### config.mk
export PLATFORM = sky130hd
export DESIGN_NAME = wam_gen
export DESIGN_NICKNAME = d
export VERILOG_FILES = /design/src/rtl/wam_pkg.sv /design/src/rtl/wam_lfsr.sv /design/src/rtl/wam_gen.sv
export SDC_FILE = /design/constraint.sdc
export NUM_CORES = 1
export LEC_CHECK = 0
export CAP_MARGIN = 20
export CORE_ASPECT_RATIO = 1.2
export CORE_MARGIN = 4
export CORE_UTILIZATION = 50
export CTS_CLUSTER_DIAMETER = 200
export DETAILED_ROUTE_END_ITERATION = 12
export PLACE_DENSITY = 0.75
export SLEW_MARGIN = 20
export SYNTH_ARGS = -nofsm -noshare
export SYNTH_HDL_FRONTEND = slang
export SYNTH_SLANG_ARGS = --single-unit
### constraint.sdc
create_clock -name clk_19 -period 6.7 [get_ports clk_19]
set_input_delay 1.34 -clock clk_19 [delete_from_list [all_inputs] [get_ports clk_19]]
set_output_delay 1.34 -clock clk_19 [all_outputs]
set_load 0.01 [all_outputs]
### src/rtl/wam_pkg.sv
// Shared constants, hole event encoding and LFSR step function for the
// Whac-A-Mole mole generator.
package wam_pkg;

  localparam logic [15:0] LFSR_TAPS    = 16'hB400;
  localparam logic [15:0] DEFAULT_SEED = 16'hACE1;
  localparam int          DEFAULT_N    = 16;
  localparam int          DEFAULT_IW   = 4;

  typedef enum logic [2:0] {
    EV_NONE,
    EV_HIT,
    EV_WHIFF,
    EV_EXPIRE,
    EV_AGE,
    EV_SPAWN
  } hole_ev_t;

  // Galois right shift: the bit falling out of the LSB folds the tap mask back in.
  function automatic logic [15:0] lfsr_next(input logic [15:0] cur);
    return (cur >> 1) ^ (cur[0] ? LFSR_TAPS : 16'h0000);
  endfunction

endpackage

### src/rtl/wam_lfsr.sv
// 16-bit Galois LFSR; steps once per cycle with adv, reloads SEED on clr.
module wam_lfsr
  import wam_pkg::*;
#(
  parameter logic [15:0] SEED = DEFAULT_SEED
) (
  input  logic        clk_19,
  input  logic        clr,
  input  logic        adv,
  output logic [15:0] q
);

  always_ff @(posedge clk_19) begin
    if (clr) begin
      q <= SEED;
    end else if (adv) begin
      q <= lfsr_next(q);
    end
  end

endmodule

### src/rtl/wam_gen.sv
// Mole spawner and lifetime tracker: spawns moles from an LFSR, ages them on
// game ticks and reports per-cycle hit, miss and whiff counts.
module wam_gen
  import wam_pkg::*;
#(
  parameter int          N    = DEFAULT_N,
  parameter int          IW   = DEFAULT_IW,
  parameter logic [15:0] SEED = DEFAULT_SEED
) (
  input  logic          clk_19,
  input  logic          clr,
  input  logic          en,
  input  logic          tick,
  input  logic [3:0]    age,
  input  logic [7:0]    rto,
  input  logic [N-1:0]  hit,
  output logic [N-1:0]  mole,
  output logic [IW:0]   hit_n,
  output logic [IW:0]   miss_n,
  output logic [IW:0]   whf_n
);

  logic [15:0]   lfsr_q;
  logic [IW-1:0] slot;
  logic [7:0]    rbyte;
  logic          spawn_ok;
  logic [3:0]    age_eff;
  logic [N-1:0]  hit_v;
  logic [N-1:0]  whf_v;
  logic [N-1:0]  exp_v;
  logic          unused_lfsr_bits;

  wam_lfsr #(.SEED(SEED)) u_lfsr (
    .clk_19 (clk_19),
    .clr    (clr),
    .adv    (en & tick),
    .q      (lfsr_q)
  );

  assign slot             = lfsr_q[IW-1:0];
  assign rbyte            = lfsr_q[15:8];
  assign unused_lfsr_bits = ^lfsr_q[7:IW];
  assign spawn_ok         = tick && (rbyte < rto);
  assign age_eff          = (age == 4'd0) ? 4'd1 : age;

  function automatic logic [IW:0] popcnt(input logic [N-1:0] v);
    logic [IW:0] c;
    c = '0;
    for (int k = 0; k < N; k++) begin
      c = c + {{IW{1'b0}}, v[k]};
    end
    return c;
  endfunction

  for (genvar i = 0; i < N; i++) begin : g_hole
    logic [3:0] life;
    logic       occ;
    hole_ev_t   ev;

    // Hits win over expiry/aging; a whack on an empty hole also blocks its spawn.
    always_comb begin
      ev = EV_NONE;
      if (hit[i] && occ) begin
        ev = EV_HIT;
      end else if (hit[i]) begin
        ev = EV_WHIFF;
      end else if (tick && occ && life == 4'd1) begin
        ev = EV_EXPIRE;
      end else if (tick && occ) begin
        ev = EV_AGE;
      end else if (spawn_ok && slot == IW'(i)) begin
        ev = EV_SPAWN;
      end
    end

    always_ff @(posedge clk_19) begin
      if (clr) begin
        life <= 4'd0;
        occ  <= 1'b0;
      end else if (en) begin
        case (ev)
          EV_HIT, EV_EXPIRE: begin
            life <= 4'd0;
            occ  <= 1'b0;
          end
          EV_AGE: begin
            life <= life - 4'd1;
          end
          EV_SPAWN: begin
            life <= age_eff;
            occ  <= 1'b1;
          end
          default: begin
            life <= life;
          end
        endcase
      end
    end

    assign mole[i]  = occ;
    assign hit_v[i] = (ev == EV_HIT);
    assign whf_v[i] = (ev == EV_WHIFF);
    assign exp_v[i] = (ev == EV_EXPIRE);
  end

  always_ff @(posedge clk_19) begin
    if (clr || !en) begin
      hit_n  <= '0;
      miss_n <= '0;
      whf_n  <= '0;
    end else begin
      hit_n  <= popcnt(hit_v);
      miss_n <= popcnt(exp_v);
      whf_n  <= popcnt(whf_v);
    end
  end

endmodule

; Yosys cells after proc, flatten, opt, wreduce, memory -nomap -nowiden
; Cells that the tools add are included.
[totals]
input_bits = 32
ff_bits = 111
output_inout_bits = 31
word_cells = 474
[op_classes]
n_addsub = 61
mux = 114
order_cmp = 1
n_eq_ne = 111
n_bitwise = 2
reduce_logical = 149
[op_table]
columns = operator, n
row1 = 2-to-1 mux 3 bit, 80
row2 = one-hot mux 4 bit (3 select lines), 16
row3 = adder 5 x 1 -> 5 bit, 33
row4 = "== test 3 x 2 -> 1 bit, second input constant", 32
row5 = "== test 3 bit, second input constant", 32
row6 = "== test 4 x 1 -> 1 bit, second input constant", 17
row7 = logical AND 1 bit, 65
row8 = AND reduction 2 bit, 32
row9 = "subtractor 4 x 1 -> 4 bit, second input constant", 16
row10 = "== test 3 x 1 -> 1 bit, second input constant", 16
row11 = nonzero test 3 bit, 16
row12 = "== test 4 bit, second input constant", 8
row13 = one-hot mux 1 bit (2 select lines), 16
row14 = nonzero test 2 bit, 16
row15 = OR reduction 2 bit, 16
row16 = "== test 4 x 3 -> 1 bit, second input constant", 4
row17 = 2-to-1 mux 16 bit, 1
row18 = bitwise XOR 15 x 16 -> 16 bit, 1
row19 = adder 4 x 1 -> 5 bit, 3
row20 = adder 3 x 1 -> 4 bit, 3
row21 = adder 2 x 1 -> 3 bit, 3
row22 = "== test 4 x 2 -> 1 bit, second input constant", 2
row23 = logical NOT 4 bit, 2
row24 = less-than comparator 8 bit, 1
row25 = 5 further kinds, 7

; Logic depth before layout (Yosys ltp)
[logic_depth]
depth_word = 24
mapped_depth = 18
mapped_depth_nobuf = 18

; Hierarchy
; From an unflattened synthesis, not the netlist that was laid out.
[unflattened]
hier_cells = 1009
hier_area_um2 = 8314.2
[modules_own_cells]
columns = mod, cells_per_inst, n_inst, seq_area_each_um2, area_per_inst_um2
row1 = wam_gen, 953, 1, 1901.8, 7684.9
row2 = wam_lfsr, 56, 1, 320.3, 629.4

; Worst setup path before layout
; No wires, ideal clock.
[synth_timing]
kind = input -> register
start = input port tick
end = register miss_n[4]
cell_stages = 15
t_arrival_ps = 5050
setup_time_ps = 59
n_path_buf = 2
slack_ps = 1591
cell_sequence = clkbuf_1 buf_2 nand2_1 nor3b_1 fa_1 inv_1 fa_1 fa_1 inv_1 fa_1 ha_1 inv_1 fa_1 nor2b_1 o211a_1
[synth_via]
elab_chain_cells = 23
[synth_rtl]
columns = item, line
row1 = start: declaration, wam_gen.sv:13  ; input logic tick,
row2 = logical AND 1 bit, wam_gen.sv:43  ; assign spawn_ok = tick && (rbyte < rto);
row3 = logical AND 1 bit, wam_gen.sv:71  ; end else if (spawn_ok && slot == IW'(i)) begin
row4 = 2-to-1 mux 3 bit, wam_gen.sv:71
row5 = 2-to-1 mux 3 bit, wam_gen.sv:69  ; end else if (tick && occ) begin
row6 = 2-to-1 mux 3 bit, wam_gen.sv:67  ; end else if (tick && occ && life == 4'd1) begin
row7 = 2-to-1 mux 3 bit, wam_gen.sv:65  ; end else if (hit[i]) begin
row8 = 2-to-1 mux 3 bit, wam_gen.sv:63  ; if (hit[i] && occ) begin
row9 = == test 3 x 2 -> 1 bit, wam_gen.sv:103  ; assign exp_v[i] = (ev == EV_EXPIRE);
row10 = adder 1 x 1 -> 2 bit, wam_gen.sv:50  ; c = c + {{IW{1'b0}}, v[k]};
row11 = adder 2 x 1 -> 3 bit, wam_gen.sv:50
row12 = adder 3 x 1 -> 4 bit, wam_gen.sv:50
row13 = adder 4 x 1 -> 5 bit, wam_gen.sv:50
row14 = adder 5 x 1 -> 5 bit (10 in series), wam_gen.sv:50
row15 = adder 5 x 1 -> 5 bit *, wam_gen.sv:50
row16 = end signal: assignment, wam_gen.sv:113  ; miss_n <= popcnt(exp_v);
row17 = end: declaration, wam_gen.sv:19  ; output logic [IW:0] miss_n,
; Every way passes the cells marked *; elsewhere a longest branch is shown, timed or not.
; A chain may end at the register's enable or synchronous reset.

; Final worst setup path
; Same ends and word-level chain as after synthesis.

==> impl_metrics.py <==
metrics = {
    "clock_network": {
        "postCtsResizedCells": 0,
        "insertion_delay_ns": 0.37,
        "clock_sinks": 111,
        "ctsHtreeMaxLevel": 3,
        "clock_tree.root_cell": "sky130_fd_sc_hd__clkbuf_16",
        "cts-buffers-inserted": 9,
        "cts_tree": "built",
        "cts.hold.buffers_added": 0,
        "clock_pin_slew_reported_for_the_worst_setup_and_hold_paths_after_clock_tree_synthesis_ns": 0.07,
        "cts-root-to-sink-buffers": 2,
        "post-cts-setup-buffer-count": 0,
    },
    "global_route": {
        "grt_first_pass_wirelength_um": 36500,
        "via_count_of_the_first_global_routing_pass": 7254,
        "grt_use_met3_pct": 5.09,
        "track_usage_pct": 24.2,
        "grt.met2_usage_pct": 41.9,
        "top_usage_layer": "met2",
        "groute.layer.met1.usage_pct": 29.3,
        "grt_start_max_net_pins": 55,
        "antenna_violations_before_repair": 0,
        "grt.overflow.total": 0,
    },
    "floorplanning": {
        "floorplan.die.width_um": 125,
        "start_util_pct": 50.9,
        "die_area_um2": 18600,
        "pin_count": 63,
        "rows": 51,
        "core_area_um2": 16200,
        "chipHeight_um": 149,
    },
    "timing": {
        "final_worst_path_period_share_pct": 77.0,
        "fin_crit_ns": 5.16,
        "final_max_slew_viol_count": 0,
        "setup-tns-final_ns": 0,
        "fin_worst_skew_ns": 0.00571,
        "achievable-frequency_mhz": 194,
        "max-slew-margin-rel_pct": 29.3,
        "worst_pin_slew_ns": 1.06,
        "rsz0062_at_grt": "false",
        "setup_viol": 0,
        "timing.final.hold_violations": 0,
    },
    "synthesis": {
        "sequential_cell_area_fraction_in_the_yosys_report_pct": 26.9,
        "synth_fp_nets": 1154,
        "synth_edf_count": 0,
        "synth.cell_area_um2": 8250,
        "synth_async_sr_flop_share_pct": 0,
        "count_of_unique_library_cells_instantiated_by_yosys": 75,
        "syn_area_per_cell_um2": 7.95,
        "ys_ff_latch": 111,
        "synth-main-ff-cell": "sky130_fd_sc_hd__dfxtp_1",
        "ys_warn_count": 0,
        "syn_inst": 1038,
    },
    "critical_path": {
        "worstPathArrival_ns": 5.47,
        "timing.critical_path.from_type": "input pin",
        "worst_r2r_startpoint": "g_hole[9].life[0]",
        "r2r_setup_slk_ns": 2.21,
        "r2r_cells": 15,
        "worst_r2r_endpoint": "miss_n[4]",
        "timing_worst_setup_path_type": "input pin to register",
        "worstPathMaxFanout": 32,
        "critPathCaptureType": "register",
        "data_required_time_of_the_worst_path_ns": 7.01,
    },
    "routing": {
        "drt_first_pass_iters": 8,
        "dr_total_vias": 7636,
        "routed_wirelength_um": 22800,
        "detail-route-antenna-nets": 0,
        "route.detailed.vias_per_inst": 6.01,
        "routed_wire_length_per_instance_um": 18.0,
        "dr_iter_0_viols": 794,
        "route.detailed.drc": 0,
    },
    "power_and_ir_drop": {
        "ir_drop_mv": 0.118,
        "power.static_leakage_nw": 3.50,
        "power_per_cell_area_nw_per_um2": 168,
    },
    "outcome": {
        "outcome": "finished clean",
    },
    "placed_design": {
        "numPortBuffers": 62,
        "globalplace.congestion": 0.945,
        "detailed_place_hpwl_um": 16500,
        "detailed_place.area_um2": 8870,
    },
    "cells_and_area": {
        "finalInstanceArea_um2": 9180,
        "num-nets-final": 1169,
        "num_antenna_cells": 0,
        "final_common_cell": "sky130_fd_sc_hd__dfxtp_1",
        "mostFrequentLayoutCells": "sky130_fd_sc_hd__dfxtp_1, sky130_fd_sc_hd__nand2_1, sky130_fd_sc_hd__inv_1",
        "share_of_cells_above_drive_strength_1_pct": 4.63,
        "syn_to_final_growth_pct": 11.2,
    },
    "flow_run": {
        "max-cap-violations": 0,
    },
    "min_path": {
        "hold_wc_startpoint": "u_lfsr.q[4]",
        "holdPathEnd": "u_lfsr.q[3]",
        "worst_hold_path.num_cells": 2,
        "min_path_type": "register to register",
    },
}
==> metrics by stage <==
step	worst slack [ns]	total power, mW	utilization (%)	instances	hold slack [ns]
after CTS	1.56	1.55	56.6	1270	0.460
after detailed placement	1.19	0.976	54.7	1254	0.450
after global placement	1.33	0.971	54.7	1254	0.444
after floorplan	1.59	0.880	-	1038	0.432
after global routing	1.35	1.60	56.6	1270	0.476
final	1.54	1.54	56.6	1270	0.456
==> cell type report <==
class | instances | area [um^2]
inverters | 81 | 304
flip-flops and latches | 111 | 2220
fillers | 1527 | 7030
repair buffers | 73 | 688
clock buffers | 13 | 270
clock inverters | 3 | 40.0
well taps | 212 | 265
multi-input cells | 777 | 5390
==> worst max-delay path: stages <==
cell and delay (ns):
sky130_fd_sc_hd__buf_2 0.47, sky130_fd_sc_hd__nand2_1 0.20, sky130_fd_sc_hd__nor2_1 0.23, sky130_fd_sc_hd__nand2_1 0.10, sky130_fd_sc_hd__fa_1 0.50, sky130_fd_sc_hd__inv_1 0.05, sky130_fd_sc_hd__fa_1 0.50, sky130_fd_sc_hd__inv_1 0.05
sky130_fd_sc_hd__fa_1 0.47, sky130_fd_sc_hd__inv_1 0.05, sky130_fd_sc_hd__fa_1 0.56, sky130_fd_sc_hd__ha_1 0.19, sky130_fd_sc_hd__inv_1 0.06, sky130_fd_sc_hd__fa_1 0.37, sky130_fd_sc_hd__nor2b_1 0.16, sky130_fd_sc_hd__o211a_1 0.15
==> sequential cells by signal (all words and copies together), names as in the netlist <==
name         cells
u_lfsr.q        16
hit_n            5
miss_n           5
g_hole.occ      16
g_hole.life     64
whf_n            5
==> logic make-up (layout without fill, tap and decap cells) <==
| kind of cell | after synthesis | after routing | synth area share, % |
|---|---|---|---|
| compound gates | 272 | 272 | 22.9 |
| xor+xnor | 15 | 15 | 1.59 |
| fa+ha+maj | 84 | 84 | 15.5 |
| buf+inv | 150 | 170 | 7.79 |
| flops | 111 | 111 | 26.9 |
| mux | 4 | 4 | 0.500 |
| simple gates | 402 | 402 | 24.8 |
==> synth_stat cells, types with 3 or more instances <==
master / instances / area share (%)
sky130_fd_sc_hd__o221a_2: 4 / 0.55
sky130_fd_sc_hd__inv_1: 81 / 3.7
sky130_fd_sc_hd__buf_1: 3 / 0.14
sky130_fd_sc_hd__a311o_1: 3 / 0.36
sky130_fd_sc_hd__a41oi_1: 8 / 0.85
sky130_fd_sc_hd__and2_1: 16 / 1.2
sky130_fd_sc_hd__a21o_1: 6 / 0.55
sky130_fd_sc_hd__dfxtp_1: 111 / 27
sky130_fd_sc_hd__buf_4: 17 / 1.5
sky130_fd_sc_hd__o21bai_1: 3 / 0.27
sky130_fd_sc_hd__a211oi_1: 36 / 3.3
sky130_fd_sc_hd__nor2_1: 80 / 3.6
sky130_fd_sc_hd__o21a_1: 4 / 0.36
sky130_fd_sc_hd__xor2_1: 3 / 0.32
sky130_fd_sc_hd__fa_1: 30 / 7.3
sky130_fd_sc_hd__nor3_1: 47 / 2.9
sky130_fd_sc_hd__a2111oi_0: 6 / 0.64
sky130_fd_sc_hd__and3_1: 8 / 0.61
sky130_fd_sc_hd__a31oi_1: 18 / 1.4
sky130_fd_sc_hd__buf_2: 7 / 0.42
sky130_fd_sc_hd__or2_2: 5 / 0.38
sky130_fd_sc_hd__nor4_1: 10 / 0.76
sky130_fd_sc_hd__a31o_2: 4 / 0.42
sky130_fd_sc_hd__or3_1: 16 / 1.2
sky130_fd_sc_hd__a21oi_1: 55 / 3.3
sky130_fd_sc_hd__nand4_1: 7 / 0.53
sky130_fd_sc_hd__o21ai_1: 4 / 0.24
sky130_fd_sc_hd__o211ai_1: 11 / 1.0
sky130_fd_sc_hd__nand2_1: 101 / 4.6
sky130_fd_sc_hd__nor3b_1: 34 / 3.1
sky130_fd_sc_hd__or4_1: 3 / 0.27
sky130_fd_sc_hd__o32ai_1: 6 / 0.64
sky130_fd_sc_hd__o211a_1: 5 / 0.61
sky130_fd_sc_hd__nand2b_1: 17 / 1.3
sky130_fd_sc_hd__mux2i_1: 3 / 0.36
sky130_fd_sc_hd__clkbuf_1: 41 / 1.9
sky130_fd_sc_hd__o31a_1: 3 / 0.32
sky130_fd_sc_hd__a32o_1: 6 / 0.73
sky130_fd_sc_hd__o21ai_0: 52 / 3.2
sky130_fd_sc_hd__o31ai_1: 6 / 0.55
sky130_fd_sc_hd__nor2b_1: 26 / 2.0
sky130_fd_sc_hd__nand3_1: 21 / 1.3
sky130_fd_sc_hd__ha_1: 54 / 8.2
sky130_fd_sc_hd__nand3b_1: 5 / 0.45
sky130_fd_sc_hd__xnor2_1: 12 / 1.3
==> per-layer routing <==
metal / part of all wire (%) / vias up
li1: - / 3724
met2: 47 / 269
met5: 0 / -
met3: 7.1 / 56
met4: 3.6 / 0
met1: 42 / 3587
==> where the power goes <==
part           total, mW  internal, mW  switching [mW]
sequential         0.683         0.675         0.00797
combinational      0.283         0.114           0.169
clock              0.579         0.320           0.259
==> worst max path at each step <==
stage / start / to / slack [ns] / depth (start not counted)
final: tick / miss_n[4] / 1.54 / 16
after global placement: tick / miss_n[2] / 1.33 / 16
after CTS: tick / miss_n[4] / 1.56 / 16
after global routing: tick / miss_n[4] / 1.35 / 16
after floorplan: tick / miss_n[4] / 1.59 / 15
after detailed placement: tick / miss_n[2] / 1.19 / 16
Power figures use the tool's default switching activity.
